**src/rtl/mmcm_drp_writer_if.sv**
```systemverilog
// rtl/mmcm_drp_writer_if.sv - request, DRP, MMCM and status signals of mmcm_drp_writer
interface mmcm_drp_writer_if;
  logic        in_valid;
  logic        in_ready;
  logic [6:0]  in_addr;
  logic [15:0] in_data;
  logic [15:0] in_mask;
  logic        in_last;
  logic        drp_den;
  logic        drp_dwe;
  logic [6:0]  drp_daddr;
  logic [15:0] drp_di;
  logic [15:0] drp_do;
  logic        drp_drdy;
  logic        mmcm_rst;
  logic        mmcm_locked;
  logic        busy;
  logic        done;
  logic        error;

  // Writer block side
  modport slave (
    input  in_valid, in_addr, in_data, in_mask, in_last, drp_do, drp_drdy, mmcm_locked,
    output in_ready, drp_den, drp_dwe, drp_daddr, drp_di, mmcm_rst, busy, done, error
  );

  // Requester, DRP port and MMCM side
  modport master (
    output in_valid, in_addr, in_data, in_mask, in_last, drp_do, drp_drdy, mmcm_locked,
    input  in_ready, drp_den, drp_dwe, drp_daddr, drp_di, mmcm_rst, busy, done, error
  );
endinterface

```
**src/rtl/mmcm_drp_writer.sv**
```systemverilog
// rtl/mmcm_drp_writer.sv - masked read-modify-write DRP sequencer holding the MMCM in reset; DRP_TIMEOUT_EN adds a watchdog
module mmcm_drp_writer #(
  parameter int unsigned LOCK_TIMEOUT = 32'd20000000,
  parameter int unsigned DRDY_TIMEOUT = 32'd255
) (
  input logic              clock,
  input logic              reset,
  mmcm_drp_writer_if.slave bus
);

  typedef enum logic [2:0] {
    IDLE, RD_REQ, RD_WAIT, WR_REQ, WR_WAIT, NEXT, LOCK_WAIT
  } state_e;

  state_e      state_q, state_d;
  logic [6:0]  addr_q, addr_d;
  logic [15:0] data_q, data_d;
  logic [15:0] mask_q, mask_d;
  logic        last_q, last_d;
  logic [15:0] wr_q, wr_d;
  logic        mmcm_rst_q, mmcm_rst_d;
  logic [2:0]  settle_q, settle_d;   // LOCK_WAIT cycles elapsed, saturating at 4

  logic accept;
  logic advance;
  logic timeout;
  logic abort;

  assign accept = bus.in_valid && ((state_q == IDLE) || (state_q == NEXT));

  // Event that lets the current wait state move on
  always_comb begin
    case (state_q)
      RD_WAIT, WR_WAIT: advance = bus.drp_drdy;
      LOCK_WAIT:        advance = (settle_q == 3'd4) && bus.mmcm_locked;
      default:          advance = 1'b0;
    endcase
  end

`ifdef DRP_TIMEOUT_EN
  logic [31:0] cnt_q, cnt_d;

  // Limit check for the wait state currently occupied
  always_comb begin
    case (state_q)
      RD_WAIT, WR_WAIT: timeout = (cnt_q == DRDY_TIMEOUT);
      LOCK_WAIT:        timeout = (cnt_q == LOCK_TIMEOUT);
      default:          timeout = 1'b0;
    endcase
  end

  // Count cycles spent in a wait state, restarting on every state entry
  always_comb begin
    cnt_d = 32'd0;
    if ((state_d == state_q) &&
        ((state_q == RD_WAIT) || (state_q == WR_WAIT) || (state_q == LOCK_WAIT))) begin
      cnt_d = cnt_q + 32'd1;
    end
  end

  // Watchdog counter register
  always_ff @(posedge clock or posedge reset) begin
    if (reset) cnt_q <= 32'd0;
    else       cnt_q <= cnt_d;
  end
`else
  logic unused_limits;
  assign unused_limits = ^{LOCK_TIMEOUT, DRDY_TIMEOUT};
  assign timeout = 1'b0;
`endif

  // A wait that expires without its event abandons the sequence
  assign abort = timeout && !advance;

  // State register and captured request / write value
  always_ff @(posedge clock or posedge reset) begin
    if (reset) begin
      state_q    <= IDLE;
      addr_q     <= 7'd0;
      data_q     <= 16'd0;
      mask_q     <= 16'd0;
      last_q     <= 1'b0;
      wr_q       <= 16'd0;
      mmcm_rst_q <= 1'b0;
      settle_q   <= 3'd0;
    end else begin
      state_q    <= state_d;
      addr_q     <= addr_d;
      data_q     <= data_d;
      mask_q     <= mask_d;
      last_q     <= last_d;
      wr_q       <= wr_d;
      mmcm_rst_q <= mmcm_rst_d;
      settle_q   <= settle_d;
    end
  end

  // Next state, request capture, merged write value and MMCM reset control
  always_comb begin
    state_d    = state_q;
    addr_d     = addr_q;
    data_d     = data_q;
    mask_d     = mask_q;
    last_d     = last_q;
    wr_d       = wr_q;
    mmcm_rst_d = mmcm_rst_q;
    settle_d   = (settle_q == 3'd4) ? settle_q : settle_q + 3'd1;
    if (accept) begin
      addr_d = bus.in_addr;
      data_d = bus.in_data;
      mask_d = bus.in_mask;
      last_d = bus.in_last;
    end
    case (state_q)
      IDLE: begin
        if (accept) begin
          state_d    = RD_REQ;
          mmcm_rst_d = 1'b1;
        end
      end
      RD_REQ: state_d = RD_WAIT;
      RD_WAIT: begin
        if (advance) begin
          wr_d    = (bus.drp_do & mask_q) | (data_q & ~mask_q);
          state_d = WR_REQ;
        end
      end
      WR_REQ: state_d = WR_WAIT;
      WR_WAIT: begin
        if (advance) begin
          if (last_q) begin
            state_d    = LOCK_WAIT;
            mmcm_rst_d = 1'b0;
            settle_d   = 3'd0;
          end else begin
            state_d = NEXT;
          end
        end
      end
      NEXT: begin
        if (accept) state_d = RD_REQ;
      end
      LOCK_WAIT: begin
        if (advance) state_d = IDLE;
      end
      default: state_d = IDLE;
    endcase
    if (abort) begin
      state_d    = IDLE;
      mmcm_rst_d = 1'b0;
    end
  end

  // Outputs decoded from state; DRP lines stay zero unless strobed
  always_comb begin
    bus.in_ready  = (state_q == IDLE) || (state_q == NEXT);
    bus.drp_den   = (state_q == RD_REQ) || (state_q == WR_REQ);
    bus.drp_dwe   = (state_q == WR_REQ);
    bus.drp_daddr = ((state_q == RD_REQ) || (state_q == WR_REQ)) ? addr_q : 7'd0;
    bus.drp_di    = (state_q == WR_REQ) ? wr_q : 16'd0;
    bus.mmcm_rst  = mmcm_rst_q;
    bus.busy      = (state_q != IDLE);
    bus.done      = (state_q == LOCK_WAIT) && advance;
    bus.error     = abort;
  end

endmodule

```
**src/flat_wrapper.sv**
```systemverilog
// flat-port wrapper written by rule: the top's interface ports become plain ports
module mmcm_drp_writer_flat 
#(
  parameter int unsigned LOCK_TIMEOUT = 32'd20000000,
  parameter int unsigned DRDY_TIMEOUT = 32'd255
)
  (clock, reset, bus_in_valid, bus_in_addr, bus_in_data, bus_in_mask, bus_in_last, bus_drp_do, bus_drp_drdy, bus_mmcm_locked, bus_in_ready, bus_drp_den, bus_drp_dwe, bus_drp_daddr, bus_drp_di, bus_mmcm_rst, bus_busy, bus_done, bus_error);
  mmcm_drp_writer_if bus_i ();
  input logic clock;
  input logic reset;
  input wire logic [$bits(bus_i.in_valid)-1:0] bus_in_valid;
  input wire logic [$bits(bus_i.in_addr)-1:0] bus_in_addr;
  input wire logic [$bits(bus_i.in_data)-1:0] bus_in_data;
  input wire logic [$bits(bus_i.in_mask)-1:0] bus_in_mask;
  input wire logic [$bits(bus_i.in_last)-1:0] bus_in_last;
  input wire logic [$bits(bus_i.drp_do)-1:0] bus_drp_do;
  input wire logic [$bits(bus_i.drp_drdy)-1:0] bus_drp_drdy;
  input wire logic [$bits(bus_i.mmcm_locked)-1:0] bus_mmcm_locked;
  output wire logic [$bits(bus_i.in_ready)-1:0] bus_in_ready;
  output wire logic [$bits(bus_i.drp_den)-1:0] bus_drp_den;
  output wire logic [$bits(bus_i.drp_dwe)-1:0] bus_drp_dwe;
  output wire logic [$bits(bus_i.drp_daddr)-1:0] bus_drp_daddr;
  output wire logic [$bits(bus_i.drp_di)-1:0] bus_drp_di;
  output wire logic [$bits(bus_i.mmcm_rst)-1:0] bus_mmcm_rst;
  output wire logic [$bits(bus_i.busy)-1:0] bus_busy;
  output wire logic [$bits(bus_i.done)-1:0] bus_done;
  output wire logic [$bits(bus_i.error)-1:0] bus_error;
  assign bus_i.in_valid = bus_in_valid;
  assign bus_i.in_addr = bus_in_addr;
  assign bus_i.in_data = bus_in_data;
  assign bus_i.in_mask = bus_in_mask;
  assign bus_i.in_last = bus_in_last;
  assign bus_i.drp_do = bus_drp_do;
  assign bus_i.drp_drdy = bus_drp_drdy;
  assign bus_i.mmcm_locked = bus_mmcm_locked;
  assign bus_in_ready = bus_i.in_ready;
  assign bus_drp_den = bus_i.drp_den;
  assign bus_drp_dwe = bus_i.drp_dwe;
  assign bus_drp_daddr = bus_i.drp_daddr;
  assign bus_drp_di = bus_i.drp_di;
  assign bus_mmcm_rst = bus_i.mmcm_rst;
  assign bus_busy = bus_i.busy;
  assign bus_done = bus_i.done;
  assign bus_error = bus_i.error;
  mmcm_drp_writer #(.LOCK_TIMEOUT(LOCK_TIMEOUT), .DRDY_TIMEOUT(DRDY_TIMEOUT)) u_core (.clock(clock), .reset(reset), .bus(bus_i));
endmodule
```
**config.mk**
```make
export PLATFORM = sky130hd
export DESIGN_NAME = mmcm_drp_writer_flat
export DESIGN_NICKNAME = d
export VERILOG_FILES = /design/src/rtl/mmcm_drp_writer_if.sv /design/src/rtl/mmcm_drp_writer.sv /design/src/flat_wrapper.sv
export SDC_FILE = /design/constraint.sdc
export NUM_CORES = 1
export LEC_CHECK = 0
export BUFFER_PORTS_ARGS = -buffer_cell sky130_fd_sc_hd__buf_4
export CORE_AREA = 2 2 81 83
export DETAILED_ROUTE_END_ITERATION = 10
export DIE_AREA = 0 0 83 85
export GPL_TIMING_DRIVEN = 0
export PLACE_DENSITY = 0.77
export SLEW_MARGIN = 0
export SYNTH_ARGS = -nofsm -noshare
export SYNTH_HDL_FRONTEND = slang
export SYNTH_SLANG_ARGS = --single-unit
```
**constraint.sdc**
```tcl
create_clock -name clock -period 2.28 [get_ports clock]
set_clock_uncertainty 0.15 [all_clocks]
set_input_delay 0.456 -clock clock [delete_from_list [all_inputs] [get_ports clock]]
set_output_delay 0.456 -clock clock [all_outputs]
set_load 0.01 [all_outputs]
```
# --- Word-level counts from Yosys, hierarchy flattened ---
# Index checks and enable logic that the tools add are counted.
totals:
  register_bits: 63
  input_bits: 61
  output_inout_bits: 30
  elab_cells: 56
op_classes:
  addsub: 1
  eq_ne: 13
  mux: 17
  n_bitwise: 4
  reduce_logical: 13
op_table:
  columns: ["operator", "n"]
  rows:
  - ["$and A16 B16 Y16", 2]
  - ["$mux W3", 8]
  - ["$pmux W3 S6", 1]
  - ["$mux W16", 1]
  - ["$not A16 Y16", 1]
  - ["$or A16 B16 Y16", 1]
  - ["$eq A3 B3 Y1 const B", 4]
  - ["$ne A2 B1 Y1 const B", 6]
  - ["$reduce_and A4 Y1", 2]
  - ["$mux W7", 1]
  - ["$eq A3 B2 Y1 const B", 2]
  - ["$pmux W1 S2", 2]
  - ["$reduce_or A2 Y1", 2]
  - ["$add A3 B1 Y3 const B", 1]
  - ["$eq A3 B1 Y1 const B", 1]
  - ["$logic_and A1 B1 Y1", 3]
  - ["$logic_not A3 Y1", 1]
  - ["$mux W1", 3]
  - ["$reduce_bool A3 Y1", 1]
  - ["$logic_or A1 B1 Y1", 2]
  - ["$mux W2", 1]
  - ["$reduce_and A2 Y1", 1]
  - ["$reduce_bool A2 Y1", 1]

# --- Longest topological paths before layout ---
# Gate-level depths: netlist of the first run.
logic_depth:
  depth_word: 5
  depth_mapped: 6
  ltp_nobuf: 6

# --- Worst setup path before layout of the first run ---
# Ideal clock, no wire load.
synth_path:
  kind: "register to register"
  from: "register u_core.state_q[2]"
  to: "register u_core.addr_q[0]"
  setup_ps: 125
  t_arrival_ps: 1536
  required_ps: 2005
  setup_slack_ps: 469
  path_stages_with_launch: 7
  path_buffers: 2
  synth_period_minus_slack_ps: 1811
  path_cell_list: "dfrtp_1 -> and2b_1 -> nor3_2 -> and2_1 -> buf_4 -> buf_6 -> mux2_4"
synth_via:
  elab_chain_len: 3
  word_cells_on_any_way: 4
  cone_classes: "eq/ne: 1; reduce/logical: 3"
synth_rtl:
  columns: ["item", "line_no", "rtl"]
  rows:
  - ["start: declaration", "mmcm_drp_writer.sv:15", "state_e state_q, state_d;"]
  - ["start signal: assignment", "mmcm_drp_writer.sv:87", "state_q <= state_d;"]
  - ["$eq A3 B3 Y1 / $logic_not A3 Y1 (equally long branches)", null, null]
  - ["$logic_or A1 B1 Y1 (*)", null, null]
  - ["via bus_in_ready", "flat_wrapper.sv:19", "output wire logic [$bits(bus_i.in_ready)-1:0] bus_in_ready;"]
  - ["$logic_and A1 B1 Y1 (*)", "mmcm_drp_writer.sv:29", "assign accept = bus.in_valid && ((state_q == IDLE) || (state_q == NEXT));"]
  - ["end signal: assignment", "mmcm_drp_writer.sv:88", "addr_q <= addr_d;"]
  - ["end: declaration", "mmcm_drp_writer.sv:16", "logic [6:0] addr_q, addr_d;"]
# Mark *: on every way through the listed nets, which the timed path passes. The rest lies on a longest branch.
# A chain may end at the register's enable or synchronous reset.

# --- Worst setup path in the final report of the first run ---
layout_path:
  from: "register u_core.state_q[2]"
  to: "output bus_busy"
layout_via:
  elab_chain_len: 1
layout_rtl:
  columns: ["item", "line_no", "rtl"]
  rows:
  - ["$reduce_bool A3 Y1", "mmcm_drp_writer.sv:162", "bus.busy = (state_q != IDLE);"]
  - ["end: declaration", "flat_wrapper.sv:25", "output wire logic [$bits(bus_i.busy)-1:0] bus_busy;"]
# No other way between the ends.

==> parameters.txt, run 1 <==
Parameter                              Value

Clocking
  Number of hold buffers added after CTS    0
  TritonCTS clock tree    yes
  Clock Sink Count    63
  Clock Latency Late Sink    ~350 ps
  Number of H-tree branching levels    3
  Cell at the root of the clock tree    sky130_fd_sc_hd__clkbuf_8
  Buffers from clock root to sink, at most    2
  CTS buffer count    9
  Clock slew at reported path FFs    70 ps

Timing
  Max Freq    ~450 MHz
  Actual transition at the worst max-transition pin    around 730 ps
  Pins over their slew limit    0
  Post-route worst setup slack    a little over 70 ps
  Final period utilization    a little over nine tenths
  Final-report hold violation count    0
  Setup Viol. Count Final    0
  Setup repair after global routing missed its margin    false
  Post-layout min period    2208 ps
  Worst slew slack as a fraction of its limit    51.29%

Detailed routing
  Mean number of vias per cell    slightly above 5
  Avg WL per Cell    ~15 µm
  Post-detailed-routing wire length    around 6.5 mm
  ANT nets after route    0
  DRC violation count after routing    0
  Router iterations before antenna repair    5
  Vias    2181
  First-iteration detailed-routing DRC count    87

Layout
  Fillcell total    between 400 and 500
  Most frequent cells in the layout    sky130_fd_sc_hd__buf_4, sky130_fd_sc_hd__dfrtp_1, sky130_fd_sc_hd__mux2_4, sky130_fd_sc_hd__nor2_1, sky130_fd_sc_hd__a21oi_1
  Most common library cell in the layout ignoring fill and taps    sky130_fd_sc_hd__buf_4
  Area Overhead vs Synth    34.93%
  Ant. Diodes    0
  Total area of multi-input combinational cells    0.001339 mm²
  Layout Cell Area excl Fill    roughly 0.004 mm²
  Number of nets in the finished design    409
  Reg area    about 0.0016 mm²
  Fraction of final layout cells sized beyond drive strength 1    a little under half

Synth
  Synthesized-area fraction occupied by ao, oa, aoi and oai cells    between 4 and 5%
  Synth unique cells    31
  Combinational family with the most area after synthesis    multiplexers
  Proportion of synthesized area in mux cells    25.07%
  Area fraction in and, or, nand and nor cells after synthesis    about an eighth
  Adder-cell share of the synthesized area    between 1 and 1.5%
  Post-synth top area share    51.96%
  Number of instances in the synthesized netlist    ~240
  Cells taking the most area after synthesis    sky130_fd_sc_hd__dfrtp_1, sky130_fd_sc_hd__mux2_4, sky130_fd_sc_hd__mux2i_1
  Synth warn    0
  Post-Syn Area per Cell    12.44 µm²
  Sequential-to-total area share from yosys stat    between 50% and 60%
  Cell area after technology mapping    0.003034 mm²
  Biggest area consumer among synthesized cells    sky130_fd_sc_hd__dfrtp_1
  Post-synthesis share of cell area spent on xor and xnor gates    less than 1%
  Post-synth net total    ~300
  Yosys reg bits    63

Placement
  Post-detailed-placement half-perimeter wirelength    roughly 4.7 mm
  Count of port buffers added during placement    89
  Worst slack after detailed placement    226.2 ps
  Global placer's final weighted congestion    0.7756
  Total cell area at the placement stage    0.003819 mm²

Worst setup path
  Delay of the slowest cell on the worst path    between 400 and 500 ps
  Worst setup path class    reg2out
  CP arrival    between 1500 and 2000 ps
  Critical path cell sequence    clkbuf_2 > or3_1 > buf_4
  Launching element type of the critical path    flip-flop
  Data required time at the worst endpoint    approximately 1700 ps
  Critical path endpoint category    primary output
  Crit path max fanout    10
  Critical Path Slowest Stage Cell    sky130_fd_sc_hd__dfrtp_1

GRT
  Global Route Usage Sum    19.27%
  First-pass GRT wire length    ~11 mm
  Vias in the first global route    approximately 2200
  Global-route congestion overflow total    0
  Number of antenna violations at the first check in global routing    0
  Pin count of the biggest net entering global routing    35

Floorplan
  Starting utilization of the core area    just under 50%
  Io pins    between 90 and 100
  Number of rows created at floorplan    29
  Core area    approximately 0.0062 mm²
  Height of the chip    85 µm
  Die Area    roughly 0.0071 mm²
  Die width    ~83 µm

Power and ir drop
  Leakage power summed over all cells    2.093 nW
  Peak supply drop    about 0.66 mV
  Power density cells    about 1400 mW/mm²

Hold path
  Hold Path Class    in2async

Job
  Maxcap violations    0

Outcome
  Result of the run    complete, no violations
==> kinds of logic after synthesis <==
family,Yosys count
compound gates,26
xor+xnor,3
fa+ha+maj,3
buf+inv,22
flops,63
mux,56
other cells,1
simple gates,70
==> state kept, by name, indices dropped and copies added (netlist names) <==
signal / count
u_core.data_q: 16
u_core.mask_q: 16
u_core.wr_q: 16
u_core.addr_q: 7
u_core.settle_q: 3
u_core.state_q: 3
u_core.bus.mmcm_rst: 1
u_core.last_q: 1
==> layout make-up <==
class                           instances  area share, %
Buffer                                 16          2.659
Timing Repair Buffer                   91          16.99
Tap cell                               77          2.353
Multi-Input combinational cell        159          32.70
Clock buffer                           11          3.698
Inverter                                6         0.5501
Sequential cell                        63          38.51
Clock inverter                          5          2.537
==> layer usage <==
metal | wire length (µm) | global-route usage, %
met5 | 0 | 0
met4 | 116 | 8.048
met3 | 471 | 6.226
met2 | 3011 | 29.03
met1 | 2873 | 25.88
==> repair_timing <==
action / in CTS / in global routing
pin swaps: 0 / 0
buffers inserted: 0 / 1
endpoints found under the setup margin: 20 / 20
gates resized for setup: 3 / 6
==> worst paths after layout <==
kind | from | endpoint | slack (ps) | cells past startpoint
max | u_core.state_q[2] | bus_busy | 70 | 3
min | reset | u_core.addr_q[6] | 80 | 2
max reg2reg | u_core.state_q[2] | u_core.data_q[1] | 370 | 6
min reg2reg | u_core.addr_q[5] | u_core.addr_q[5] | 350 | 1
max in group asynchronous | reset | u_core.data_q[10] | 1300 | 3
min in group clock | bus_in_data[9] | u_core.data_q[9] | 180 | 2
==> synthesized netlist by cell type, drive strengths merged <==
| master | n |
|---|---|
| and2b | 1 |
| nor3b | 2 |
| dfrtp | 63 |
| and3 | 18 |
| buf | 9 |
| xnor2 | 3 |
| or3 | 1 |
| a21oi | 20 |
| maj3 | 1 |
| nand2 | 8 |
| conb | 1 |
| mux2 | 40 |
| o22a | 1 |
| mux2i | 16 |
| nand3 | 1 |
| o221ai | 1 |
| nand2b | 1 |
| nor2b | 2 |
| and2 | 8 |
| nor2 | 23 |
| clkbuf | 7 |
| ha | 2 |
| inv | 6 |
| nor3 | 5 |
| a31oi | 1 |
| o21ai | 3 |
==> power by group <==
part           switching [mW]  internal (mW)
sequential              0.356           1.69
combinational           0.962           1.40
clock                   0.448          0.786
total                    1.77           3.88
==> critical path, delay by kind of cell, from the launching register on <==
family / cells / cell delay, ps
simple gates: 1 / 400
buf+inv: 2 / 380
flops: 1 / 470
==> metrics by stage <==
step           setup TNS (ps)  total power, mW  util (%)  std cells  hold WS (ps)
2_1_floorplan               0            3.736         -        244         323.4
4_1_cts                     0            5.670     65.78        427         112.3
6_report                    0            5.645     65.98        428         82.72
5_1_grt                     0            6.000     65.98        428         143.9
3_3_place_gp           -41280            4.315     61.22        410         331.8
3_5_place_dp                0            4.403     61.54        411         338.9
Power figures use the tool's default switching activity.
==> inputs of run 2 (changes only) <==
Settings changed: REMOVE_ABC_BUFFERS set to 1.
==> run 2 against run 1 <==
Net effect: global-route usage fell by 0.48 points; first-iteration DRC count fell by 33%; flip-flop and latch count did not move; critical path type unchanged; worst hold slack got worse by 23 ps; routed wire length fell by 2.3%.
==> parameters.txt, run 2 (synthesis gave the netlist of run 1 again) <==
Parameter                              Value

Outcome
  Result of the run    complete, no violations

Clocking
  Number of hold buffers added after CTS    0 (unchanged)
  Cell at the root of the clock tree    sky130_fd_sc_hd__clkbuf_8
  Clock slew at reported path FFs    70 ps (about the same)
  CTS buffer count    9 (unchanged)
  Clock Sink Count    63 (unchanged)
  Clock Latency Late Sink    320 ps (-30 ps)
  Number of H-tree branching levels    3 (unchanged)
  Buffers from clock root to sink, at most    2 (unchanged)
  TritonCTS clock tree    yes

Floorplan
  Starting utilization of the core area    48.90% (unchanged)
  Die width    83 µm (unchanged)
  Die Area    0.007055 mm² (unchanged)
  Core area    0.006205 mm² (unchanged)
  Height of the chip    85 µm (unchanged)
  Number of rows created at floorplan    29 (unchanged)
  Io pins    91 (unchanged)

Timing
  Hold slack final    59.94 ps (-22.78 ps)
  Setup Viol. Count Final    0 (unchanged)
  Actual transition at the worst max-transition pin    656.6 ps (-72.89 ps)
  Pins over their slew limit    0 (unchanged)
  Post-route worst setup slack    135.2 ps (+62.93 ps)
  Setup repair after global routing missed its margin    false
  Post-layout min period    2145 ps (-62.93 ps)
  Worst slew slack as a fraction of its limit    56.18% (+4.9 points)
  Max Freq    466.2 MHz (+2.9%)
  Final period utilization    94.07% (-2.8 points)
  Final-report hold violation count    0 (unchanged)
  Setup TNS    0 ps (unchanged)

Layout
  Reg area    0.001580 mm² (+0.24%)
  Total area of multi-input combinational cells    0.001370 mm² (+2.3%)
  Fillcell total    490 (+2.1%)
  Most frequent cells in the layout    sky130_fd_sc_hd__buf_4, sky130_fd_sc_hd__dfrtp_1, sky130_fd_sc_hd__mux2_4, sky130_fd_sc_hd__nor2_1, sky130_fd_sc_hd__a21oi_1
  Number of nets in the finished design    400 (-2.2%)
  Fraction of final layout cells sized beyond drive strength 1    46.78% (+0.060 points)
  Registers with the highest flip-flop counts    u_core.data_q: 16 flops, u_core.mask_q: 16 flops, u_core.wr_q: 16 flops
  Ant. Diodes    0 (unchanged)
  Layout Cell Area excl Fill    0.004013 mm² (-2.0%)
  Final Core Density    64.67% (-1.3 points)
  Most common library cell in the layout ignoring fill and taps    sky130_fd_sc_hd__buf_4
  Area Overhead vs Synth    32.25%

Hold path
  Hold Path Class    in2async

Detailed routing
  Router iterations before antenna repair    4 (-1)
  Vias    2095 (-3.9%)
  Post-detailed-routing wire length    6.327 mm (-2.3%)
  Avg WL per Cell    15.10 µm (-0.16%)
  First-iteration detailed-routing DRC count    58 (-33%)
  DRC violation count after routing    0 (unchanged)
  Mean number of vias per cell    5.000 (-1.9%)
  ANT nets after route    0 (unchanged)

Worst setup path
  Crit path buffers/inverters    2 (unchanged)
  CP delay by family, top    simple AND/OR/NAND/NOR gates
  Critical Path Slowest Stage Cell    sky130_fd_sc_hd__dfrtp_1
  Data required time at the worst endpoint    1670 ps (about the same)
  Crit path max fanout    3 (-7)
  Launching element type of the critical path    flip-flop
  Top cell by count, worst path    sky130_fd_sc_hd__and3_1
  Worst setup path class    reg2out
  Critical path endpoint category    primary output
  Delay of the slowest cell on the worst path    410 ps (-60 ps)
  CP arrival    1540 ps (-60 ps)
  Critical path cell sequence    inv_1 > ha_1 > and3_1 > and3_1 > buf_4

GRT
  Global Route Usage Sum    18.79% (-0.48 points)
  Number of antenna violations at the first check in global routing    0 (unchanged)
  First-pass GRT wire length    10.54 mm (about the same)
  Pin count of the biggest net entering global routing    37 (+5.7%)
  Vias in the first global route    2219 (+1.7%)
  Global-route congestion overflow total    0 (unchanged)

Power and ir drop
  Peak supply drop    1.024 mV (+54%)
  Power density cells    1332 mW/mm² (-3.4%)
  Leakage power summed over all cells    2.033 nW (-2.8%)

Placement
  Global placer's final weighted congestion    0.7173 (-7.5%)
  Total cell area at the placement stage    0.003760 mm² (-1.5%)
  Post-detailed-placement half-perimeter wirelength    4.239 mm (-9.3%)
  Count of port buffers added during placement    89 (unchanged)
  Worst slack after detailed placement    -467.0 ps (-693.2 ps)

Job
  Maxcap violations    0 (unchanged)
==> run 2: metal layers <==
metal / part of all wire (%) / track usage, %
met5: 0 / 0
met4: 0.98 / 6.259
met3: 6.0 / 5.934
met1: 43 / 23.85
met2: 50 / 30.79
==> run 2: what timing repair did <==
item	4_1_cts	5_1_grt
gates cloned	1	1
pin swaps	0	1
gates resized for setup	5	1
buffers inserted	2	2
setup endpoints to repair	73	52
==> run 2: layout make-up <==
type	count	area share [%]
Sequential cell	63	39.38
Multi-Input combinational cell	161	34.14
Timing Repair Buffer	96	18.77
Clock buffer	12	3.617
Tap cell	77	2.401
Clock inverter	4	1.123
Inverter	6	0.5613
==> run 2: where the power goes <==
| group | leakage [nW] | internal [mW] | switching, mW |
|---|---|---|---|
| combinational | 1.21 | 1.39 | 0.843 |
| sequential | 0.725 | 1.69 | 0.478 |
| clock | 0.100 | 0.530 | 0.406 |
| total | 2.03 | 3.62 | 1.73 |
==> run 2: metrics by stage <==
step / instances / power, mW
after floorplan: 228 / 3.673
after global placement: 394 / 4.226
after detailed placement: 397 / 4.311
after CTS: 416 / 5.342
after global routing: 419 / 5.699
final: 419 / 5.343
==> run 2: path summary, 6_finish.rpt <==
kind                                endpoint                from  cells after the start  slack, ps
setup / recovery                    bus_done  u_core.settle_q[0]                      5        140
hold / removal              u_core.addr_q[0]               reset                      2         60
setup reg to reg            u_core.data_q[0]   u_core.state_q[2]                      5        230
hold reg to reg             u_core.addr_q[1]    u_core.addr_q[1]                      1        360
max in group asynchronous   u_core.data_q[0]               reset                      3       1330
min in group clock         u_core.mask_q[11]     bus_in_mask[11]                      2        210
==> run 2: worst register-to-register path, stage by stage, from the launching register on <==
cell and delay [ps]:
sky130_fd_sc_hd__dfrtp_2 620, sky130_fd_sc_hd__nor2b_2 170, sky130_fd_sc_hd__nor3_2 200, sky130_fd_sc_hd__and2_4 200, sky130_fd_sc_hd__buf_4 270, sky130_fd_sc_hd__mux2_4 330
